[src/rtl/core_fetch_if.sv]
// core_fetch_if: PC inputs, imem req/gnt/rvalid port and decode valid/ready port of core_fetch
interface core_fetch_if #(parameter int WORD_ADDR_WIDTH = 30);
  logic                       fetch_en_i;
  logic                       flush_i;
  logic [WORD_ADDR_WIDTH-1:0] pc_waddr_i;
  logic [WORD_ADDR_WIDTH-1:0] next_pc_waddr_i;
  logic                       pc_incr_o;
  logic                       imem_req_o;
  logic [WORD_ADDR_WIDTH-1:0] imem_addr_o;
  logic                       imem_gnt_i;
  logic                       imem_rvalid_i;
  logic [31:0]                imem_rdata_i;
  logic                       instr_valid_o;
  logic [31:0]                instr_o;
  logic [WORD_ADDR_WIDTH-1:0] instr_pc_waddr_o;
  logic                       instr_ready_i;
  modport slave (
    input  fetch_en_i, flush_i, pc_waddr_i, next_pc_waddr_i, imem_gnt_i, imem_rvalid_i,
           imem_rdata_i, instr_ready_i,
    output pc_incr_o, imem_req_o, imem_addr_o, instr_valid_o, instr_o, instr_pc_waddr_o
  );
  modport master (
    output fetch_en_i, flush_i, pc_waddr_i, next_pc_waddr_i, imem_gnt_i, imem_rvalid_i,
           imem_rdata_i, instr_ready_i,
    input  pc_incr_o, imem_req_o, imem_addr_o, instr_valid_o, instr_o, instr_pc_waddr_o
  );
endinterface

[src/rtl/core_fetch.sv]
// core_fetch: single-outstanding instruction fetch with flush and discard of in-flight data
module core_fetch #(
  parameter int WORD_ADDR_WIDTH = 30
) (
  input logic          clk_i,
  input logic          rst_i,
  core_fetch_if.slave  bus
);
  typedef enum logic [2:0] {IDLE, REQ, WAIT, VALID, DISCARD} state_t;
  state_t                     state_q, state_d;
  logic [WORD_ADDR_WIDTH-1:0] addr_q, addr_d, instr_pc_q, instr_pc_d;
  logic [31:0]                instr_q, instr_d;
  logic                       accept;
  assign accept = (state_q == VALID) & bus.instr_ready_i;
  always_comb begin
    state_d    = state_q;
    addr_d     = addr_q;
    instr_d    = instr_q;
    instr_pc_d = instr_pc_q;
    case (state_q)
      IDLE: if (bus.fetch_en_i & ~bus.flush_i) begin
        state_d = REQ;
        addr_d  = bus.pc_waddr_i;
      end
      REQ: begin
        if (bus.flush_i) state_d = bus.imem_gnt_i ? DISCARD : IDLE;
        else if (bus.imem_gnt_i) state_d = WAIT;
      end
      WAIT: begin
        if (bus.flush_i) state_d = bus.imem_rvalid_i ? IDLE : DISCARD;
        else if (bus.imem_rvalid_i) begin
          state_d    = VALID;
          instr_d    = bus.imem_rdata_i;
          instr_pc_d = addr_q;
        end
      end
      VALID: begin
        if (bus.flush_i) state_d = IDLE;
        else if (accept) begin
          state_d = bus.fetch_en_i ? REQ : IDLE;
          addr_d  = bus.fetch_en_i ? bus.next_pc_waddr_i : addr_q;
        end
      end
      DISCARD: state_d = bus.imem_rvalid_i ? IDLE : DISCARD;
      default: state_d = IDLE;
    endcase
  end
  always_ff @(posedge clk_i) begin
    if (rst_i) begin
      state_q    <= IDLE;
      addr_q     <= '0;
      instr_q    <= '0;
      instr_pc_q <= '0;
    end else begin
      state_q    <= state_d;
      addr_q     <= addr_d;
      instr_q    <= instr_d;
      instr_pc_q <= instr_pc_d;
    end
  end
  // Gated by rst_i so the handshake outputs are quiet during reset, even on the first edge
  assign bus.imem_req_o       = (state_q == REQ) & ~rst_i;
  assign bus.instr_valid_o    = (state_q == VALID) & ~rst_i;
  assign bus.pc_incr_o        = accept & ~bus.flush_i & ~rst_i;
  assign bus.imem_addr_o      = addr_q;
  assign bus.instr_o          = instr_q;
  assign bus.instr_pc_waddr_o = instr_pc_q;
endmodule

[src/flat_wrapper.sv]
// flat-port wrapper written by rule: the top's interface ports become plain ports
module core_fetch_flat 
#(
  parameter int WORD_ADDR_WIDTH = 30
)
  (clk_i, rst_i, bus_fetch_en_i, bus_flush_i, bus_pc_waddr_i, bus_next_pc_waddr_i, bus_imem_gnt_i, bus_imem_rvalid_i, bus_imem_rdata_i, bus_instr_ready_i, bus_pc_incr_o, bus_imem_req_o, bus_imem_addr_o, bus_instr_valid_o, bus_instr_o, bus_instr_pc_waddr_o);
  core_fetch_if #(.WORD_ADDR_WIDTH(WORD_ADDR_WIDTH)) bus_i ();
  input logic clk_i;
  input logic rst_i;
  input wire logic [$bits(bus_i.fetch_en_i)-1:0] bus_fetch_en_i;
  input wire logic [$bits(bus_i.flush_i)-1:0] bus_flush_i;
  input wire logic [$bits(bus_i.pc_waddr_i)-1:0] bus_pc_waddr_i;
  input wire logic [$bits(bus_i.next_pc_waddr_i)-1:0] bus_next_pc_waddr_i;
  input wire logic [$bits(bus_i.imem_gnt_i)-1:0] bus_imem_gnt_i;
  input wire logic [$bits(bus_i.imem_rvalid_i)-1:0] bus_imem_rvalid_i;
  input wire logic [$bits(bus_i.imem_rdata_i)-1:0] bus_imem_rdata_i;
  input wire logic [$bits(bus_i.instr_ready_i)-1:0] bus_instr_ready_i;
  output wire logic [$bits(bus_i.pc_incr_o)-1:0] bus_pc_incr_o;
  output wire logic [$bits(bus_i.imem_req_o)-1:0] bus_imem_req_o;
  output wire logic [$bits(bus_i.imem_addr_o)-1:0] bus_imem_addr_o;
  output wire logic [$bits(bus_i.instr_valid_o)-1:0] bus_instr_valid_o;
  output wire logic [$bits(bus_i.instr_o)-1:0] bus_instr_o;
  output wire logic [$bits(bus_i.instr_pc_waddr_o)-1:0] bus_instr_pc_waddr_o;
  assign bus_i.fetch_en_i = bus_fetch_en_i;
  assign bus_i.flush_i = bus_flush_i;
  assign bus_i.pc_waddr_i = bus_pc_waddr_i;
  assign bus_i.next_pc_waddr_i = bus_next_pc_waddr_i;
  assign bus_i.imem_gnt_i = bus_imem_gnt_i;
  assign bus_i.imem_rvalid_i = bus_imem_rvalid_i;
  assign bus_i.imem_rdata_i = bus_imem_rdata_i;
  assign bus_i.instr_ready_i = bus_instr_ready_i;
  assign bus_pc_incr_o = bus_i.pc_incr_o;
  assign bus_imem_req_o = bus_i.imem_req_o;
  assign bus_imem_addr_o = bus_i.imem_addr_o;
  assign bus_instr_valid_o = bus_i.instr_valid_o;
  assign bus_instr_o = bus_i.instr_o;
  assign bus_instr_pc_waddr_o = bus_i.instr_pc_waddr_o;
  core_fetch #(.WORD_ADDR_WIDTH(WORD_ADDR_WIDTH)) u_core (.clk_i(clk_i), .rst_i(rst_i), .bus(bus_i));
endmodule
[config.mk]
export PLATFORM = sky130hd
export DESIGN_NAME = core_fetch_flat
export DESIGN_NICKNAME = d
export VERILOG_FILES = /design/src/rtl/core_fetch_if.sv /design/src/rtl/core_fetch.sv /design/src/flat_wrapper.sv
export SDC_FILE = /design/constraint.sdc
export NUM_CORES = 1
export LEC_CHECK = 0
export CAP_MARGIN = 20
export CELL_PAD_IN_SITES_DETAIL_PLACEMENT = 2
export CELL_PAD_IN_SITES_GLOBAL_PLACEMENT = 2
export CORE_ASPECT_RATIO = 1.5
export CORE_UTILIZATION = 23
export CTS_CLUSTER_DIAMETER = 50
export CTS_CLUSTER_SIZE = 10
export DETAILED_ROUTE_END_ITERATION = 16
export GPL_ROUTABILITY_DRIVEN = 0
export PLACE_DENSITY_LB_ADDON = 0.1
export SETUP_SLACK_MARGIN = 0.4
export SYNTH_ARGS = -nofsm -noshare
export SYNTH_HDL_FRONTEND = slang
export SYNTH_SLANG_ARGS = --single-unit
[constraint.sdc]
create_clock -name clk_i -period 3.2 [get_ports clk_i]
set_input_delay 0.64 -clock clk_i [delete_from_list [all_inputs] [get_ports clk_i]]
set_output_delay 0.64 -clock clk_i [all_outputs]
set_load 0.01 [all_outputs]
==> results.rst <==
.. list-table::
   :header-rows: 1

   * - Metric
     - Value
   * - Proportion of power drawn by the clock network
     - 39.8%
   * - Classification of the worst setup path
     - in -> out
   * - Power share of the sequential group
     - 46.7%
   * - R2r setup slk
     - 1230 ps
   * - Post-synthesis share of cell area spent on and, or, nand and nor gates
     - 18.7%
   * - DR vias/cell
     - 4.59
   * - Highest ir drop seen on vdd
     - 0.203 mV
   * - Overall die area
     - 17000 um2
   * - Via count of the first global-routing pass
     - 4220
   * - Antenna violations before repair
     - 0
   * - Area contributors post-synth
     - sky130_fd_sc_hd__dfxtp_1 50%, sky130_fd_sc_hd__nand2_1 12%, sky130_fd_sc_hd__a21oi_1 8.3%, sky130_fd_sc_hd__mux2i_1 7.9%, sky130_fd_sc_hd__a211oi_2 6.6%
   * - XOR/XNOR Fraction of Synth Area
     - 0%
   * - Worst-case clock buffer depth
     - 2
   * - Number of buffers added on ports
     - 193
   * - Most used DFF post-synth
     - sky130_fd_sc_hd__dfxtp_1
   * - Power density relative to cell area
     - 429 nW/um2
   * - Mapped Area
     - 3800 um2
   * - Uppermost routed layer
     - met4
   * - Setup Buffers After CTS
     - 0
   * - Floorplan die width
     - 107 um
   * - Total number of placement rows
     - 57
   * - Met2 layer wire length in the routed design
     - 7080 um
   * - Vias after detailed routing
     - 3802
   * - Met1 wire length
     - 5320 um
   * - Setup crit end kind
     - output port
   * - Reg-to-reg critical path endpoint
     - u_core.bus.imem_addr_o[13]$_SDFFE_PP0P_
   * - Pleak
     - 2.25 nW
   * - Total GRT Usage
     - 16.4%
   * - Synth Instances
     - 442
   * - Count of unresolved DRC violations after routing
     - 0
   * - Synth top cells by count
     - 126 x sky130_fd_sc_hd__nand2_1, 95 x sky130_fd_sc_hd__dfxtp_1, 63 x sky130_fd_sc_hd__a21oi_1
   * - Internal cell power
     - 0.00203 W
   * - Met3 Routed Length
     - 1230 um
   * - H-tree level count
     - 3
   * - Hold endpoint
     - u_core.bus.instr_o[2]$_SDFFE_PP0P_
   * - Startpoint of the lowest-slack hold path
     - u_core.bus.instr_o[2]$_SDFFE_PP0P_
   * - Share of synthesized flip-flops with an asynchronous set or reset
     - 0%
   * - Final ANT Viol Nets
     - 0
   * - Slew at the pin with the worst max-slew slack
     - 596 ps
   * - Crit-path max FO
     - 4
   * - Overflow left after global routing
     - 0
   * - Critical path arrival
     - 2040 ps
   * - Synth Area per Inst
     - 8.59 um2
   * - Launch instance of the worst register-to-register path
     - u_core.state_q[0]$_SDFFE_PP0P_
   * - Largest area contributor in the synthesized netlist
     - sky130_fd_sc_hd__dfxtp_1
   * - Final Power
     - 0.00267 W
   * - Synth Area in Adders
     - 0%
   * - Fin Setup TNS
     - 0 ps
   * - Final period util
     - 83.8%
   * - Clk root buf
     - sky130_fd_sc_hd__clkbuf_16
   * - Resized cells post-CTS
     - 1
   * - Final worst clock skew
     - 12.2 ps
   * - Worst-case headroom to the max-slew limit
     - 60.3%
   * - Clock network latency to the later pin of the worst-skew pair
     - 340 ps
   * - Final Hold Fails
     - 0
   * - Post-synthesis compound-gate area fraction
     - 19.1%
   * - Yosys warning count
     - 0
   * - Pre-antenna DRT Iters
     - 3
   * - Setup repair after global routing missed its margin
     - false
   * - Logic gate share of total power
     - 13.4%
   * - Number of register bits inferred by synthesis
     - 95
   * - Quantity of hold-fixing buffers added after cts
     - 0
   * - CTS sink cnt
     - 95
   * - Post-synth net total
     - 541
   * - Wirelength per Cell
     - 16.6 um
   * - Net load switching power
     - 0.000643 W
   * - Final Routed Wirelength
     - 13800 um
   * - Fraction of synthesized area in multiplexers
     - 7.91%
   * - Fraction of power spent switching nets
     - 24.1%
   * - Required time worst endpoint
     - 2560 ps
   * - Fraction of final layout cells sized beyond drive strength 1
     - 7.72%
   * - Antenna diode count
     - 0
   * - DP Wirelength
     - 9990 um
   * - Starting DRC count in detailed routing
     - 59
   * - Distinct cell type count after synthesis
     - 29
   * - Clock transition at the registers of the reported paths
     - 70 ps
   * - Count of pins over their slew limit
     - 0
   * - Count of flip-flops with a built-in enable after synthesis
     - 0
   * - Initial Util
     - 23.5%
   * - Number of nets in the layout
     - 718
   * - Layout fillers
     - 1795
   * - Setup Viol. Count Final
     - 0
   * - Yosys top cell area share
     - 50.1%
   * - Final critical-path required period
     - 2680 ps
   * - I/O Pins
     - 194
   * - Upper clock frequency limit
     - 373 MHz
   * - Number of cells on the worst hold path
     - 2
   * - Die Ht
     - 159 um
   * - Worst r2r path cells
     - 5
   * - Max capacitance violation total
     - 0
   * - Number of clock buffers inserted by TritonCTS
     - 9
   * - Global-route wire length before repair
     - 21800 um
   * - Outcome
     - finished clean
   * - Maximum number of pins on one net before global-route repair
     - 61
   * - Fraction of the yosys area taken by sequential cells
     - 50.1%
   * - Classification of the worst-slack hold path
     - reg -> reg
   * - Type of element launching the critical path
     - input pin
   * - Area of the core region
     - 16200 um2
   * - CTS tree
     - yes
   * - Largest family of logic cells by synthesized area
     - compound AO/OA/AOI/OAI gates
   * - Post-synthesis to final-layout area growth
     - 63.6%
   * - Cell with the most instances after synthesis
     - sky130_fd_sc_hd__nand2_1
## metal layers
layer | track usage [%] | vias to the layer above
met3 | 6.02 | 13
met1 | 17.0 | 1818
met5 | 0 | -
met4 | 4.86 | 0
met2 | 30.3 | 137
li1 | - | 1834
## worst max path at each step
stage,startpoint,endpoint,slack (ps)
final,bus_flush_i,bus_pc_incr_o,520
after floorplan,rst_i,bus_imem_req_o,1330
after CTS,bus_flush_i,bus_pc_incr_o,520
after global placement,bus_flush_i,bus_pc_incr_o,540
after global routing,bus_flush_i,bus_pc_incr_o,440
after detailed placement,bus_flush_i,bus_pc_incr_o,530
## through the flow
stage	hold slack, ps	setup slack [ps]	instances	util [%]	instance area, um2
floorplan	481	1330	442	-	3800
global placement	441	539	814	36.6	5920
detailed placement	450	533	814	36.6	5920
CTS	461	517	828	38.4	6210
global route	481	442	828	38.4	6210
finish	457	519	828	38.4	6210
## cell type report
cell class	instances	area (um2)	share of cell area [%]
Clock buffer	9	225	3.63
Timing Repair Buffer	202	2010	32.3
Clock inverter	5	58.8	0.947
Sequential cell	95	1900	30.6
Multi-Input combinational cell	308	1750	28.1
Inverter	3	11.3	0.181
Tap cell	206	258	4.15
## flip-flops by register name (all words and copies together) (netlist names)
register and cells:
u_core.state_q 3, u_core.bus.instr_pc_waddr_o 30, u_core.bus.instr_o 32, u_core.bus.imem_addr_o 30
## power by group through the flow
stage | clock [W] | sequential [W] | combinational [W]
2_1_floorplan | 0 | 0.00128 | 0.000126
3_3_place_gp | 0 | 0.00127 | 0.000355
3_5_place_dp | 0 | 0.00127 | 0.000364
4_1_cts | 0.00111 | 0.00125 | 0.000367
5_1_grt | 0.00115 | 0.00125 | 0.000388
6_report | 0.00106 | 0.00125 | 0.000359
## cells in the final DEF (no fill, tap or decap), types with 3 or more instances in the layout
master                              n
sky130_fd_sc_hd__nor2_1            32
sky130_fd_sc_hd__buf_4              9
sky130_fd_sc_hd__a211oi_2          20
sky130_fd_sc_hd__inv_1              3
sky130_fd_sc_hd__nand2_1          126
sky130_fd_sc_hd__dfxtp_1           95
sky130_fd_sc_hd__nor2b_1            3
sky130_fd_sc_hd__a211oi_1          10
sky130_fd_sc_hd__a21oi_1           63
sky130_fd_sc_hd__clkbuf_16          9
sky130_fd_sc_hd__mux2i_1           30
sky130_fd_sc_hd__clkdlybuf4s50_1  192
## worst max-delay path: stages
cell and delay (ps):
sky130_fd_sc_hd__clkdlybuf4s50_1 420, sky130_fd_sc_hd__nor2b_1 240, sky130_fd_sc_hd__and3_1 200, sky130_fd_sc_hd__clkdlybuf4s50_1 540
## logic make-up after synthesis
| group | Yosys count |
|---|---|
| flip-flops | 95 |
| AND/OR/NAND/NOR | 176 |
| AO/OA/AOI/OAI | 102 |
| multiplexers | 30 |
| buffers and inverters | 39 |
Power figures use the tool's default switching activity.
